File: config.mk
export PLATFORM = sky130hd
export DESIGN_NAME = ahb_master_arbiter
export DESIGN_NICKNAME = d
export VERILOG_FILES = /design/src/rtl/ahb_master_arbiter.sv
export SDC_FILE = /design/constraint.sdc
export NUM_CORES = 1
export LEC_CHECK = 0
export BUFFER_PORTS_ARGS = -buffer_cell sky130_fd_sc_hd__buf_2
export CAP_MARGIN = 20
export CORE_AREA = 2 2 219 221
export DETAILED_ROUTE_END_ITERATION = 10
export DIE_AREA = 0 0 221 223
export SLEW_MARGIN = 20
export SYNTH_ARGS = -nofsm -noshare
export SYNTH_HDL_FRONTEND = slang
export SYNTH_SLANG_ARGS = --single-unit
File: constraint.sdc
create_clock -name hclk_i -period 2.25 [get_ports hclk_i]
set_input_delay 0.5625 -clock hclk_i [delete_from_list [all_inputs] [get_ports hclk_i]]
set_output_delay 0.5625 -clock hclk_i [all_outputs]
set_load 0.05 [all_outputs]
File: src/rtl/ahb_master_arbiter.sv
// Round-robin AHB-Lite master arbiter. Address-phase and data-phase ownership
// are tracked separately so pipelined transfers from different masters interleave.

module ahb_arb_lane (
  input  logic aown,
  input  logic down,
  input  logic req,
  input  logic hreadyout,
  input  logic hresp,
  output logic readyout,
  output logic resp
);
  // Owners see the slave's ready; other requesters are held in their address phase.
  assign readyout = (aown | down) ? hreadyout : ~req;
  assign resp     = down & hresp;
endmodule

module ahb_master_arbiter #(
  parameter int NB_MASTERS     = 4,
  parameter int AHB_DATA_WIDTH = 32,
  parameter int AHB_ADDR_WIDTH = 32
) (
  input  logic                                      hclk_i,
  input  logic                                      hrst_i,
  input  logic [NB_MASTERS-1:0][AHB_ADDR_WIDTH-1:0] m_hadrr_i,
  input  logic [NB_MASTERS-1:0][AHB_DATA_WIDTH-1:0] m_hwdata_i,
  input  logic [NB_MASTERS-1:0]                     m_hwrite_i,
  input  logic [NB_MASTERS-1:0]                     m_hmastlock_i,
  input  logic [NB_MASTERS-1:0][1:0]                m_htrans_i,
  input  logic [NB_MASTERS-1:0][3:0]                m_hprot_i,
  input  logic [NB_MASTERS-1:0][2:0]                m_hburst_i,
  input  logic [NB_MASTERS-1:0][2:0]                m_hsize_i,
  output logic [NB_MASTERS-1:0]                     m_hreadyout_o,
  output logic [NB_MASTERS-1:0]                     m_hresp_o,
  output logic [NB_MASTERS-1:0][AHB_DATA_WIDTH-1:0] m_hrdata_o,
  output logic [AHB_ADDR_WIDTH-1:0]                 hadrr_o,
  output logic [AHB_DATA_WIDTH-1:0]                 hwdata_o,
  output logic                                      hwrite_o,
  output logic                                      hmastlock_o,
  output logic [1:0]                                htrans_o,
  output logic [3:0]                                hprot_o,
  output logic [2:0]                                hburst_o,
  output logic [2:0]                                hsize_o,
  output logic                                      hsel_o,
  output logic                                      hready_o,
  input  logic                                      hresp_i,
  input  logic                                      hreadyout_i,
  input  logic [AHB_DATA_WIDTH-1:0]                 hrdata_i,
  output logic [NB_MASTERS-1:0]                     grant_o
);
  localparam int MW = $clog2(NB_MASTERS);

  logic [MW-1:0]         aowner, downer, rr_ptr, winner, idx;
  logic                  dvalid, found, locked;
  logic [NB_MASTERS-1:0] req;

  always_comb
    for (int m = 0; m < NB_MASTERS; m++) req[m] = m_htrans_i[m][1];

  assign hadrr_o     = m_hadrr_i[aowner];
  assign hwrite_o    = m_hwrite_i[aowner];
  assign hmastlock_o = m_hmastlock_i[aowner];
  assign htrans_o    = m_htrans_i[aowner];
  assign hprot_o     = m_hprot_i[aowner];
  assign hburst_o    = m_hburst_i[aowner];
  assign hsize_o     = m_hsize_i[aowner];
  assign hwdata_o    = m_hwdata_i[downer];
  assign hsel_o      = 1'b1;
  assign hready_o    = hreadyout_i;

  // BUSY (01) and SEQ (11) both have bit 0 set: the owner is mid-burst.
  assign locked = m_hmastlock_i[aowner] | m_htrans_i[aowner][0];

  always_comb begin
    found  = 1'b0;
    winner = aowner;
    idx    = '0;
    for (int i = 1; i <= NB_MASTERS; i++) begin
      idx = MW'((int'(rr_ptr) + i) % NB_MASTERS);
      if (!found && req[idx]) begin
        found  = 1'b1;
        winner = idx;
      end
    end
  end

  always_ff @(posedge hclk_i or posedge hrst_i) begin
    if (hrst_i) begin
      aowner <= '0;
      downer <= '0;
      dvalid <= 1'b0;
      rr_ptr <= MW'(NB_MASTERS - 1);
    end else if (hreadyout_i) begin
      dvalid <= htrans_o[1];
      downer <= aowner;
      if (!locked && found) begin
        aowner <= winner;
        rr_ptr <= winner;
      end
    end
  end

  for (genvar m = 0; m < NB_MASTERS; m++) begin : g_lane
    assign grant_o[m]    = (aowner == MW'(m));
    assign m_hrdata_o[m] = hrdata_i;
    ahb_arb_lane u_lane (
      .aown      (aowner == MW'(m)),
      .down      (dvalid && (downer == MW'(m))),
      .req       (req[m]),
      .hreadyout (hreadyout_i),
      .hresp     (hresp_i),
      .readyout  (m_hreadyout_o[m]),
      .resp      (m_hresp_o[m])
    );
  end
endmodule

== Word-level counts from Yosys, hierarchy flattened ==
Cells that the tools add are included.

* Register bits after elaboration: 7
* Bits of input ports: 348
* Output and inout port bits: 220
* Logic and storage cells: 84

* $add $sub $neg: 4
* Order comparisons: 6
* Equality and inequality tests: 6
* Muxes and demuxes: 36
* Bitwise operators: 13
* Reduce and logical (&&, ||, !) cells: 15

{| class="wikitable"
|+ Operators by type and width
! operator !! count
|-
| binary-select mux 32 bit (select 2 bit) || 2
|-
| two-way mux 32 bit || 2
|-
| < comparator 2 x 3 -> 1 bit, second input constant || 6
|-
| two-way mux 1 bit || 14
|-
| binary-select mux 1 bit (select 2 bit) || 6
|-
| binary-select mux 3 bit (select 2 bit) || 2
|-
| two-way mux 2 bit || 5
|-
| binary-select mux 4 bit (select 2 bit) || 1
|-
| == test 2 bit, second input constant || 4
|-
| logical AND 1 bit || 8
|-
| two-way mux 3 bit || 2
|-
| OR 1 bit || 5
|-
| adder 2 x 1 -> 2 bit, second input constant || 2
|-
| adder 2 bit, second input constant || 2
|-
| bitwise AND 1 bit || 4
|-
| binary-select mux 2 bit (select 2 bit) || 1
|-
| == test 2 x 1 -> 1 bit, second input constant || 2
|-
| logical NOT 1 bit || 4
|-
| logical NOT 2 bit || 2
|-
| two-way mux 4 bit || 1
|-
| NOT 1 bit || 4
|-
| AND reduction 2 bit || 1
|}

== Logic depth before layout (Yosys ltp) ==
* Depth after elaboration: 15
* Depth in mapped cells: 7
* Gate-level depth less buffers: 4

== Modules after synthesis ==
Synthesis repeated with hierarchy kept, for this count alone.

* Cells, all modules: 312
* Area, all modules: 3513.4 um2

{| class="wikitable"
|+ By module, submodules not included
! module !! times used !! cells each !! area each (um2) !! sequential area each (um2)
|-
| ahb_master_arbiter || 1 || 300 || 3433.3 || 177.7
|-
| ahb_arb_lane || 4 || 3 || 20.0 || 0.0
|}

== Worst setup path before layout ==
OpenSTA, ideal clock, no wires.

* Path kind: reg-to-output
* Start: register aowner[1]
* End: output hadrr_o[21]
* Arrival: 1.749 ns
* Required time: 1.688 ns
* Path slack: -0.061 ns
* Cell stages (with the launch flop): 5
* Path buffers: 3
* Cells stage by stage: dfrtp_1 -> clkbuf_1 -> buf_1 -> clkbuf_1 -> mux4_2

* Longest elaborated chain between the ends: 2

{| class="wikitable"
|+ Ends and longest elaborated chain
! element !! RTL line !! text
|-
| start, declared || 53 || <nowiki>logic [MW-1:0] aowner, downer, rr_ptr, winner, idx;</nowiki>
|-
| start signal, assigned || 97 || <nowiki>aowner <= winner;</nowiki>
|-
| binary-select mux 32 bit (select 2 bit) || 60 || <nowiki>assign hadrr_o = m_hadrr_i[aowner];</nowiki>
|-
| two-way mux 32 bit (not written as such) || 60 ||
|-
| end, declared || 36 || <nowiki>output logic [AHB_ADDR_WIDTH-1:0] hadrr_o,</nowiki>
|}

No other way between the ends. The select of a mux whose other input is x is not followed.

== Worst setup path after layout ==
* Start: register aowner[0]
* End: output hmastlock_o

* Longest elaborated chain between the ends: 2

{| class="wikitable"
|+ Ends and longest elaborated chain
! element !! RTL line !! text
|-
| binary-select mux 1 bit (select 2 bit) || 62 || <nowiki>assign hmastlock_o = m_hmastlock_i[aowner];</nowiki>
|-
| two-way mux 1 bit (not written as such) || 62 ||
|-
| end, declared || 39 || <nowiki>output logic hmastlock_o,</nowiki>
|}

No other way between the ends. The select of a mux whose other input is x is not followed.

==> key figures <==
Clock tree
  • CTS tree: built
  • Sink Count: 7
  • Hold Buf Count CTS: 0
  • Clock transition at path regs: 40 ps
  • Root Driver: clkbuf_16
  • Max Buffers Root-to-Sink: 2
  • H-tree depth: 1
  • Inserted Clock Buffers: 3
  • Skew-Pair Late Insertion Delay: 230 ps

Timing
  • Total negative slack: -960.7 ps
  • Clock skew: 0.4414 ps
  • Final Hold Fails: 0
  • Setup violators final: 38
  • Final period util: 103.1%
  • Unrepaired setup endpoints after global routing: true
  • Min Tclk post-route: 2319 ps
  • Final worst-path setup slack: -69.04 ps
  • Achievable Freq: 431.2 MHz
  • WHS: 274.6 ps
  • Slew Limit Fails: 0

Global route
  • Antenna violations before repair: 32
  • GRT Util Overall: 9.710%
  • Largest net degree at the start of global routing: 33
  • GRT Residual Overflow: 0
  • First-pass GRT wire length: 33220 um
  • Vias in the first global route: 4537

Floorplanning
  • Initial Util: 7.601%
  • Top-Level Pins: 568
  • Die Area: 49280 um2
  • Die height: 223 um
  • Cell row count: 80
  • Die W: 221 um
  • Core area: 47150 um2

Finish
  • Fillers: 5321
  • Share of post-route cells with drive strength above 1: 90.08%
  • Finished Core Util: 13.56%
  • Multi-input gate area: 2278 um2
  • Area delta synth->final: 78.39%
  • FF/Latch Area: 190.2 um2
  • Final net count: 954

Route
  • Pre-antenna DRT Iters: 4
  • Post-route ant nets: 0
  • Vias: 4023
  • Routed WL per cell: 20.89 um
  • Iteration-0 DRC Markers: 120
  • Total Routed Length: 25650 um
  • DRC Markers: 0
  • Drt via density: 3.276

Place
  • RD Place Congestion: 0.9958
  • Hpwl dp: 23230 um
  • Worst slack, placed: -105.8 ps
  • Port Buffers: 406

Critical path
  • Critical path data required time: 1690 ps
  • Buffers and inverters on the worst path: 3
  • FF-to-FF End: aowner[0]$_DFFE_PP0P_
  • Critical setup path kind: flop to primary output
  • Slowest cell on the critical path: dfrtp_4
  • Maximum fanout along the worst path: 5
  • Crit path launch type: flop
  • Cell family with most CP delay: flip-flops
  • Worst r2r src: aowner[0]$_DFFE_PP0P_
  • Crit path depth: 4
  • Crit path DAT: 1760 ps
  • Reg2reg setup slack: -50 ps
  • FF-to-FF path depth: 7
  • Slowest stage delay, CP: 540 ps
  • Cell repeated most along the worst path: buf_6
  • Setup crit end kind: primary output
  • Cell Chain, Critical Path: buf_6 > buf_6 > mux4_2 > buf_8

Power and ir drop
  • Maximum vdd ir drop: 0.0007976 V
  • Leak Pwr: 2.834 nW
  • Power share of the sequential group: 4.7%
  • Clock network fraction of design power: 3.2%
  • Switching power: 5.108 mW
  • Logic pwr share: 92.0%
  • PD cells: 1460 nW/um2
  • Switching share of power: 54.73%
  • Int Pwr: 4.225 mW

Logic synthesis
  • Post-synthesis sequential area ratio: 4.958%
  • Mapped Cells: 328
  • Yosys top cell area share: 49.02%
  • Largest family of logic cells by synthesized area: multiplexers
  • Synthesized area: 3583 um2
  • Leading cell types by count after synthesis: buf_4, mux4_2, clkbuf_1
  • Most common cell in the netlist: buf_4
  • Ys async rst share: 100.0%
  • Synth Flop Type: dfrtp_1
  • Top post-synthesis cells by area: mux4_2, buf_4, dfrtp_1
  • Ys Warns: 0
  • Post-Synth Adder-Cell Area: 0%
  • Synth unique cells: 41
  • Post-synthesis xor/xnor area fraction: 0%
  • EDFF count, synth: 0
  • Largest area contributor in the netlist: mux4_2
  • Post-synthesis compound-gate area fraction: 5.447%
  • Mapped Avg Cell Area: 10.93 um2
  • Multiplexer share of the synthesized area: 49.93%
  • Yosys reg bits: 7
  • Synth Area in Simple Gates: 6.250%
  • Syn_nets: 676

Run status
  • Failing checks: negative setup slack
  • Status: complete, but fails checks

Hold path
  • HP Class: primary input to asynchronous set/reset pin

Flow run
  • Max cap viols: 0
==> routing by layer <==
layer  routed length, um  up-vias  part of all wire (%)  global-route usage [%]
li1                    -     1680                     -                       -
met1                7270     1837                    28                   7.699
met2               14550      397                    57                   20.26
met3                2429       95                   9.5                   3.635
met4                1301       14                   5.1                   4.568
met5                  97        -                  0.38                       0
==> kinds of logic after synthesis <==
| kind of cell | count (synthesis) |
|---|---|
| AOI/OAI and AO/OA | 27 |
| buffers and inverters | 173 |
| muxes | 81 |
| other | 1 |
| DFF | 7 |
| and+or+nand+nor | 39 |
==> cells in the final DEF (no fill, tap or decap), drive strengths merged, types with 3 or more instances in the layout <==
cell and n:
buf 439, o21ai 7, diode 8, a21oi 4
nor2b 4, inv 4, mux4 78, dfrtp 5
nand2 6, nand2b 3, nor4 5, clkbuf 7
nor2 9
==> through the flow <==
stage | cell area [um2] | std cells | total power [mW]
6_report | 6392 | 1228 | 9.332
5_1_grt | 6390 | 1227 | 9.763
4_1_cts | 6163 | 1213 | 9.057
3_5_place_dp | 5466 | 1197 | 7.421
3_3_place_gp | 5466 | 1197 | 7.355
2_1_floorplan | 3586 | 328 | 6.241
==> worst register-to-register path, stage by stage, from the launching register on <==
cell and delay [ps]:
dfrtp_4 540, buf_6 160, buf_6 110, mux4_2 510, buf_4 190, o41a_1 370, a31o_2 220, a21oi_1 110
==> state kept, by name (all words and copies together) (netlist names) <==
name,count
aowner,2
downer,2
rr_ptr,2
dvalid,1
==> power by group through the flow <==
| stage | Sequential [mW] | Combinational, mW | Clock (mW) |
|---|---|---|---|
| floorplan | 0.237 | 6.00 | 0 |
| global placement | 0.450 | 6.90 | 0 |
| detailed placement | 0.466 | 6.95 | 0 |
| CTS | 0.443 | 8.31 | 0.306 |
| global route | 0.470 | 8.98 | 0.318 |
| finish | 0.441 | 8.59 | 0.301 |
==> worst max-delay path by stage <==
| stage | start | to | slack (ps) |
|---|---|---|---|
| 2_1_floorplan | aowner[0]$_DFFE_PP0P_ | hadrr_o[10] | -20 |
| 3_3_place_gp | aowner[0]$_DFFE_PP0P_ | m_hreadyout_o[2] | -80 |
| 3_5_place_dp | aowner[0]$_DFFE_PP0P_ | m_hreadyout_o[2] | -110 |
| 4_1_cts | aowner[0]$_DFFE_PP0P_ | hadrr_o[10] | -110 |
| 5_1_grt | aowner[0]$_DFFE_PP0P_ | aowner[0]$_DFFE_PP0P_ | -130 |
| 6_report | aowner[0]$_DFFE_PP0P_ | hmastlock_o | -70 |
==> final cells by class <==
cell class                 instances  share of cell area [%]
clock buffer                       4                   1.233
timing repair buffer             442                   47.52
inverter                           4                  0.2740
multi-input combinational        148                   35.64
antenna                            8                  0.3132
tap                              615                   12.04
sequential                         7                   2.975
==> timing repair <==
item	4_1_cts	5_1_grt
pin swaps	0	1
resized for setup	148	38
setup endpoints to repair	77	83
setup buffers	11	7
gates cloned	2	2
Note: power is estimated with default switching activity, not from simulation.
